### config.mk
export PLATFORM = sky130hd
export DESIGN_NAME = dram_arbiter
export DESIGN_NICKNAME = d
export VERILOG_FILES = /design/src/rtl/dram_arb_pkg.sv /design/src/rtl/dram_arb_pick.sv /design/src/rtl/dram_arbiter.sv
export SDC_FILE = /design/constraint.sdc
export NUM_CORES = 1
export LEC_CHECK = 0
export CAP_MARGIN = 25
export CELL_PAD_IN_SITES_DETAIL_PLACEMENT = 1
export CELL_PAD_IN_SITES_GLOBAL_PLACEMENT = 1
export CORE_AREA = 2 2 121 123
export CTS_CLUSTER_DIAMETER = 50
export DETAILED_ROUTE_END_ITERATION = 8
export DIE_AREA = 0 0 123 125
export PLACE_DENSITY_LB_ADDON = 0.08
export SYNTH_ARGS = -nofsm -noshare
export SYNTH_HDL_FRONTEND = slang
export SYNTH_SLANG_ARGS = --single-unit
### constraint.sdc
create_clock -name clk -period 1.3 [get_ports clk]
set_input_delay 0.195 -clock clk [delete_from_list [all_inputs] [get_ports clk]]
set_output_delay 0.195 -clock clk [all_outputs]
set_load 0.005 [all_outputs]
### src/rtl/dram_arb_pkg.sv
// ============================================================================
// Module : dram_arb_pkg
// Brief  : Shared types and constants for the two-port DRAM arbiter.
// Rev    : 1.0  initial release
// ============================================================================
`default_nettype none

package dram_arb_pkg;

  localparam int DATA_W = 32;

  // State records which port was granted in the previous cycle.
  typedef enum logic [1:0] {
    IDLE = 2'd0,
    OWN0 = 2'd1,
    OWN1 = 2'd2
  } arb_state_e;

endpackage

`default_nettype wire

### src/rtl/dram_arb_pick.sv
// ============================================================================
// Module : dram_arb_pick
// Brief  : Grant selection and ownership FSM for the DRAM arbiter.
//          DRAM_ARB_FAIRNESS_EN enables the MAX_BURST forced hand-over;
//          without it port 0 has strict priority.
// Rev    : 1.0  initial release
// ============================================================================
`default_nettype none

module dram_arb_pick
  import dram_arb_pkg::*;
#(
  parameter int MAX_BURST = 4
) (
  input  logic clk,
  input  logic rst_n,
  input  logic m0_req,
  input  logic m1_req,
  output logic m0_gnt,
  output logic m1_gnt
);

  arb_state_e state_q, state_d;

`ifdef DRAM_ARB_FAIRNESS_EN
  localparam int CNT_W = $clog2(MAX_BURST + 1);

  logic [CNT_W-1:0] burst_cnt_q, burst_cnt_d;
  logic             burst_full;

  assign burst_full = (burst_cnt_q == CNT_W'(MAX_BURST));
`else
  logic unused_max_burst;
  assign unused_max_burst = (MAX_BURST != 0);
`endif

  // Grants are masked by rst_n so they drop the moment reset asserts.
  always_comb begin
    m0_gnt = 1'b0;
    m1_gnt = 1'b0;
    if (rst_n) begin
      case (state_q)
        OWN0: begin
`ifdef DRAM_ARB_FAIRNESS_EN
          if (m0_req && !(burst_full && m1_req)) m0_gnt = 1'b1;
          else if (m1_req)                       m1_gnt = 1'b1;
`else
          if (m0_req)      m0_gnt = 1'b1;
          else if (m1_req) m1_gnt = 1'b1;
`endif
        end
        OWN1: begin
`ifdef DRAM_ARB_FAIRNESS_EN
          if (m1_req && !(burst_full && m0_req)) m1_gnt = 1'b1;
          else if (m0_req)                       m0_gnt = 1'b1;
`else
          if (m0_req)      m0_gnt = 1'b1;
          else if (m1_req) m1_gnt = 1'b1;
`endif
        end
        default: begin
          if (m0_req)      m0_gnt = 1'b1;
          else if (m1_req) m1_gnt = 1'b1;
        end
      endcase
    end
  end

  always_comb begin
    state_d = IDLE;
    if (m0_gnt)      state_d = OWN0;
    else if (m1_gnt) state_d = OWN1;
  end

  always_ff @(posedge clk or negedge rst_n) begin
    if (!rst_n) state_q <= IDLE;
    else        state_q <= state_d;
  end

`ifdef DRAM_ARB_FAIRNESS_EN
  always_comb begin
    burst_cnt_d = '0;
    if ((m0_gnt && state_q == OWN0) || (m1_gnt && state_q == OWN1))
      burst_cnt_d = burst_full ? burst_cnt_q : burst_cnt_q + CNT_W'(1);
    else if (m0_gnt || m1_gnt)
      burst_cnt_d = CNT_W'(1);
  end

  always_ff @(posedge clk or negedge rst_n) begin
    if (!rst_n) burst_cnt_q <= '0;
    else        burst_cnt_q <= burst_cnt_d;
  end
`endif

endmodule

`default_nettype wire

### src/rtl/dram_arbiter.sv
// ============================================================================
// Module : dram_arbiter
// Brief  : Two-port (CPU / loader) arbiter onto a single-cycle DRAM.
//          Optional macro DRAM_ARB_FAIRNESS_EN enables burst-limited fairness.
// Rev    : 1.0  initial release
// ============================================================================
`default_nettype none

module dram_arbiter
  import dram_arb_pkg::*;
#(
  parameter int ADDR_W    = 14,
  parameter int MAX_BURST = 4
) (
  input  logic              clk,
  input  logic              rst_n,
  input  logic              m0_req,
  input  logic              m0_we,
  input  logic [DATA_W-1:0] m0_addr,
  input  logic [DATA_W-1:0] m0_wdata,
  output logic              m0_gnt,
  output logic              m0_rvalid,
  output logic [DATA_W-1:0] m0_rdata,
  input  logic              m1_req,
  input  logic              m1_we,
  input  logic [DATA_W-1:0] m1_addr,
  input  logic [DATA_W-1:0] m1_wdata,
  output logic              m1_gnt,
  output logic              m1_rvalid,
  output logic [DATA_W-1:0] m1_rdata,
  output logic [ADDR_W-1:0] dram_addr,
  output logic [DATA_W-1:0] dram_wdata,
  output logic              dram_we,
  input  logic [DATA_W-1:0] dram_rdata
);

  logic              m0_rvalid_q, m0_rvalid_d;
  logic              m1_rvalid_q, m1_rvalid_d;
  logic [DATA_W-1:0] m0_rdata_q,  m0_rdata_d;
  logic [DATA_W-1:0] m1_rdata_q,  m1_rdata_d;

  // Only word-address bits reach the DRAM; the rest of each byte address is ignored.
  logic unused_addr_bits;
  assign unused_addr_bits = ^{m0_addr, m1_addr};

  dram_arb_pick #(
    .MAX_BURST (MAX_BURST)
  ) u_pick (
    .clk    (clk),
    .rst_n  (rst_n),
    .m0_req (m0_req),
    .m1_req (m1_req),
    .m0_gnt (m0_gnt),
    .m1_gnt (m1_gnt)
  );

  always_comb begin
    dram_addr  = m0_addr[ADDR_W+1:2];
    dram_wdata = m0_wdata;
    dram_we    = m0_gnt & m0_we;
    if (m1_gnt) begin
      dram_addr  = m1_addr[ADDR_W+1:2];
      dram_wdata = m1_wdata;
      dram_we    = m1_we;
    end
  end

  always_comb begin
    m0_rvalid_d = m0_gnt & ~m0_we;
    m1_rvalid_d = m1_gnt & ~m1_we;
    m0_rdata_d  = m0_rvalid_d ? dram_rdata : m0_rdata_q;
    m1_rdata_d  = m1_rvalid_d ? dram_rdata : m1_rdata_q;
  end

  always_ff @(posedge clk or negedge rst_n) begin
    if (!rst_n) begin
      m0_rvalid_q <= 1'b0;
      m1_rvalid_q <= 1'b0;
      m0_rdata_q  <= '0;
      m1_rdata_q  <= '0;
    end else begin
      m0_rvalid_q <= m0_rvalid_d;
      m1_rvalid_q <= m1_rvalid_d;
      m0_rdata_q  <= m0_rdata_d;
      m1_rdata_q  <= m1_rdata_d;
    end
  end

  assign m0_rvalid = m0_rvalid_q;
  assign m1_rvalid = m1_rvalid_q;
  assign m0_rdata  = m0_rdata_q;
  assign m1_rdata  = m1_rdata_q;

endmodule

`default_nettype wire

=== Yosys cells after proc, flatten, opt, wreduce, memory -nomap -nowiden ===
Cells that the tools add are included.

* Multipliers: 0
* Order comparisons: 0
* Eq/ne operators: 0
* Reductions and logical operators: 0
* Bitwise gates (word level): 5
* Shifts and indexed selects: 0
* Multiplexer cells: 8
* Add/sub/neg operators: 0
* Divide/modulo/power cells: 0

{| class="wikitable"
|+ Operators with widths
! operator !! number
|-
| two-way mux 32 bit || 1
|-
| two-way mux 14 bit || 1
|-
| two-way mux 1 bit || 6
|-
| AND 1 bit || 3
|-
| inverter 1 bit || 2
|}

* Bits in registers: 66
* Bits in latches: 0
* Word-level logic and storage cells: 17
* Bits of input ports: 166
* RAM bits: 0
* Bits in read-only memories: 0
* Memories: 0

=== Logic depth before layout (Yosys ltp) ===
Gate-level depths: netlist (run 1).

* Depth in word-level cells: 4
* Gate-level depth with buffers: 4
* Mapped depth without buffers: 2

=== Cells and area by module ===
From an unflattened synthesis (run 1), not the netlist that was laid out.

* Cells, all modules: 197
* Area total of the unflattened synthesis: 3151.8 um^2

{| class="wikitable"
|+ Modules (own cells, without submodules)
! module !! times used !! area each (um^2) !! cells each
|-
| dram_arbiter || 1 || 3135.5 || 195
|-
| dram_arb_pick || 1 || 16.3 || 2
|}

=== Worst setup path after synthesis (run 1) ===
OpenSTA, ideal clock, no wires.

* Path kind: input -> register
* Start point: input m1_we
* End point: register m1_rdata_q[0], in the netlist m1_rdata[0]
* Stages: 4
* Required time: 1.175 ns
* Setup time: 0.125 ns
* Data arrival time: 1.031 ns
* Setup slack: 0.144 ns
* Cells stage by stage: and4bb_1 -> buf_6 -> buf_6 -> mux2_4

* Word-level cells in the longest chain between the ends: 2

{| class="wikitable"
|+ RTL lines
! what !! line !! text
|-
| from (decl) || dram_arbiter.sv:25 || <nowiki>input logic m1_we,</nowiki>
|-
| inverter 1 bit || dram_arbiter.sv:70 || <nowiki>m1_rvalid_d = m1_gnt & ~m1_we;</nowiki>
|-
| AND 1 bit || dram_arbiter.sv:70 ||
|-
| to (signal assigned) || dram_arbiter.sv:85 || <nowiki>m1_rdata_q <= m1_rdata_d;</nowiki>
|-
| to (decl) || dram_arbiter.sv:40 || <nowiki>logic [DATA_W-1:0] m1_rdata_q, m1_rdata_d;</nowiki>
|}

No other way between the ends.
A chain may end at the register's enable or synchronous reset.

=== Final worst setup path (run 1) ===
* Start point: input m0_req
* End point: output dram_wdata[29]

* Word-level cells in the longest chain between the ends: 3

{| class="wikitable"
|+ RTL lines
! what !! line !! text
|-
| from (decl) || dram_arbiter.sv:17 || <nowiki>input logic m0_req,</nowiki>
|-
| two-way mux 1 bit || dram_arb_pick.sv:48 || <nowiki>if (m0_req) m0_gnt = 1'b1;</nowiki>
|-
| two-way mux 1 bit || dram_arb_pick.sv:41 || <nowiki>if (rst_n) begin</nowiki>
|-
| two-way mux 32 bit || dram_arbiter.sv:61 || <nowiki>if (m1_gnt) begin</nowiki>
|-
| to (decl) || dram_arbiter.sv:32 || <nowiki>output logic [DATA_W-1:0] dram_wdata,</nowiki>
|}

No other way between the ends.

==> qor.csv, run 1 <==
stage;metric;value;unit
status;outcome;finished with violations;
status;violated checks;setup timing;
critical_path;Crit Path Class;input pin to primary output;
critical_path;sequence of cells on the critical path;buf_6 > nand3b_1 > buf_6 > buf_12 > buf_12 > buf_16 > mux2_4 > buf_6;
drt;post-route ant nets;0;
critical_path;CP startpoint kind;input pin;
run;max cap viols;0;
clock_network;root buffer cell;clkbuf_16;
clock_network;CTS tree;yes;
die;Core ar.;0.0142;sq mm
timing;RSZ-0062 raised after global routing;true;
die;Starting Density;0.223;
logic_synthesis;synth warn;0;
power_and_ir_drop;clock share of power;0.347;
timing;Final Skew;0;ns
timing;Final Max Slew Viols;0;
timing;Tmin final;1.59;ns
critical_path;CP max FO;6;
grt;met1 Use GR;0.181;
critical_path;Worst setup startpoint;m0_req;
clock_network;Worst-path clk slew;0.05;ns
finish;Filler Cell Count;1482;
die;num rows;44;
timing;final setup margin;-0.293;ns
finish;multi-input logic area;0.00144;sq mm
grt;antenna violations before repair;0;
die;Die Ht;125;um
finish;Final Non-Filler Cells;661;
worst_hold_path;hold crit path type;input pin to async pin;
placed_design;dpl hpwl;9970;um
die;die outline area;0.0154;sq mm
timing;Rel. slew slack;0.723;
critical_path;family with the most delay on the worst path;buffers and inverters;
drt;Pre-Repair DR Iteration Count;4;
critical_path;Buffers & Inverters on Critical Path;6;
logic_synthesis;Yosys top cell area share;0.522;
timing;Fin Hold WS;0.0437;ns
logic_synthesis;syn_area_per_cell;16.1;sq um
power_and_ir_drop;sw power;1.76;mW
drt;initial drt markers;37;
logic_synthesis;number of distinct library cells after synthesis;12;
finish;Finished Cell Area;0.00647;sq mm
power_and_ir_drop;Int Pwr;5.69;mW
placed_design;port buffer count;244;
timing;fmax;628;MHz
finish;Seq. cell area;0.00165;sq mm
critical_path;CP arrival;1.40;ns
grt;GRT Overall Usage;0.179;
timing;# setup viols final;47;
critical_path;worst r2r src;m1_rdata[7];
placed_design;GP Congestion;0.758;
grt;GR Util met2;0.347;
timing;Tcrit/Tclk final;1.23;
logic_synthesis;Synth Instances;197;
clock_network;clock sink count;66;
critical_path;Crit. End Element;primary output;
logic_synthesis;Syn Std Cell Area;0.00317;sq mm
timing;measured slew at the worst slew-check pin;0.415;ns
grt;total global routing overflow;0;
logic_synthesis;post-synth top area cell;dfrtp_1;
finish;layout cells sized above 1;0.438;
clock_network;H-tree levels;3;
clock_network;clk buf depth;2;
power_and_ir_drop;Comb power frac;0.296;
critical_path;reg-to-reg endpoint;m1_rdata[7];
power_and_ir_drop;PD cells;1150;mW/mm^2
grt;first-pass GRT wire length;20100;um
die;io pins;281;
critical_path;crit-path most repeated cell;buf_6;
grt;largest net degree at the start of global routing;33;
finish;ANT cells;0;
grt;vias in the first global route;3117;
timing;Fin. Hold Viols;0;
drt;DR vias;2817;
logic_synthesis;Synth area leaders;dfrtp_1 (52%), mux2_2 (29%), mux2_4 (14%);
timing;Setup TNS;-10.10;ns
critical_path;FF-to-FF setup slack;0.40;ns
grt;layer with the highest usage;met2;
clock_network;Clock Latency Late Sink;0.32;ns
placed_design;pre-CTS setup slack;-0.863;ns
power_and_ir_drop;Worst VDD drop;761;uV
die;Die Span X;123;um
logic_synthesis;syn nets;363;
logic_synthesis;FF+latch count, synth;66;
drt;post-DR vias/cell;4.26;
power_and_ir_drop;Leakage;2.98;nW
critical_path;slowest cell on the critical path;mux2_4;
grt;met3 GRT Util;0.0557;
finish;layout net count;638;
power_and_ir_drop;Seq pwr share;0.358;
critical_path;Data required, critical path;1.11;ns
drt;DRC Markers;0;
drt;WL/cell;21.2;um
critical_path;Worst Reg-to-Reg Cells;2;
clock_network;CTS Buf Count;9;
critical_path;critical path's largest stage delay;0.30;ns
logic_synthesis;post-synthesis sequential area ratio;0.522;
placed_design;placed cell area;0.00585;sq mm
finish;P&R area growth vs syn;104;%
drt;DRT Wirelength;14000;um
placed_design;Placed Cells;624;
power_and_ir_drop;Switching Fraction;0.236;
sequential cells by signal, summed over array words and instances, names as in the netlist:
name and flops:
m0_rdata 32, m0_rvalid 1, m1_rdata 32, m1_rvalid 1
cells by family (layout without fill, tap and decap cells):
kind of cell	after synthesis	in the layout	synth area share
AO/OA/AOI/OAI	1	1	0.00237
AND/OR/NAND/NOR	6	6	0.0142
buffers and inverters	14	294	0.0360
flip-flops	66	66	0.522
multiplexers	110	110	0.426
worst min-delay path: stages:
cell and delay [ns]:
buf_2 0.11, buf_6 0.12, buf_4 0.36
cells in the mapped netlist:
library cell and count:
mux2_4 29, and4bb_1 1, dfrtp_1 66, inv_1 2, buf_6 7, mux2_2 81
buf_2 4, buf_4 1, a21boi_0 1, nand2_1 1, nand3b_1 3, and2_1 1
cell type report:
class                           instances  area share
Timing Repair Buffer                  276       0.436
Sequential cell                        66       0.255
Multi-Input combinational cell        117       0.223
Clock buffer                           11      0.0375
Tap cell                              184      0.0356
Clock inverter                          5      0.0120
Inverter                                2     0.00116
routing by layer:
metal,share of wire,vias up
met5,0,-
met4,0.019,0
met3,0.085,18
met2,0.55,140
met1,0.35,1394
li1,-,1265
worst max-delay path by stage:
stage                          end  slack, ns  depth (start not counted)
floorplan              m1_rdata[0]       0.14                          4
global placement    dram_wdata[19]      -0.87                          5
detailed placement  dram_wdata[19]      -0.86                          5
CTS                 dram_wdata[12]      -0.29                          8
global route        dram_wdata[29]      -0.32                          8
finish              dram_wdata[29]      -0.29                          8
power groups by stage:
stage          clock network [mW]  logic [mW]  registers [mW]
6_report                     2.58        2.20            2.67
5_1_grt                      2.77        2.36            2.73
4_1_cts                      2.66        2.20            2.67
3_5_place_dp                    0        2.40            2.72
3_3_place_gp                    0        2.38            2.70
2_1_floorplan                   0       0.675            2.74
through the flow:
step / util / total power [mW]
2_1_floorplan: - / 3.41
3_3_place_gp: 0.412 / 5.08
3_5_place_dp: 0.412 / 5.12
4_1_cts: 0.448 / 7.53
5_1_grt: 0.456 / 7.85
6_report: 0.456 / 7.45
placed cells by master, fill, tap and decap left out:
cell type and instances:
nand3b_1 3, clkbuf_1 1, dlygate4sd3_1 1, clkdlybuf4s50_1 126, dfrtp_1 66, clkbuf_2 1, buf_8 1, buf_4 8
bufinv_16 2, buf_2 21, nand2_1 1, inv_1 1, clkbuf_8 1, and2_1 1, a21boi_1 1, dlygate4sd2_1 67
buf_16 4, bufbuf_16 3, buf_12 7, inv_2 1, mux2_4 39, clkinvlp_4 1, buf_6 36, clkinv_2 2
clkbuf_16 10, mux2_2 71, and4bb_4 1
timing repair:
action,4_1_cts,5_1_grt
hold endpoints to repair,4,0
setup endpoints to repair,172,63
pin swaps,2,0
buffers inserted,11,3
cloned,9,1
gates resized for setup,300,24
hold buffers,1,0
Note: power is estimated with default switching activity, not from simulation.
==> inputs of run 2 (changes only) <==
--- a/config.mk
+++ b/config.mk
@@ -12,6 +12,7 @@
 export CTS_CLUSTER_DIAMETER = 50
 export DETAILED_ROUTE_END_ITERATION = 8
 export DIE_AREA = 0 0 123 125
+export HOLD_SLACK_MARGIN = 0.02
 export PLACE_DENSITY_LB_ADDON = 0.08
 export SYNTH_ARGS = -nofsm -noshare
 export SYNTH_HDL_FRONTEND = slang
==> results of run 2 <==
The final DEF is identical to that of run 1; final timing and power are the same.
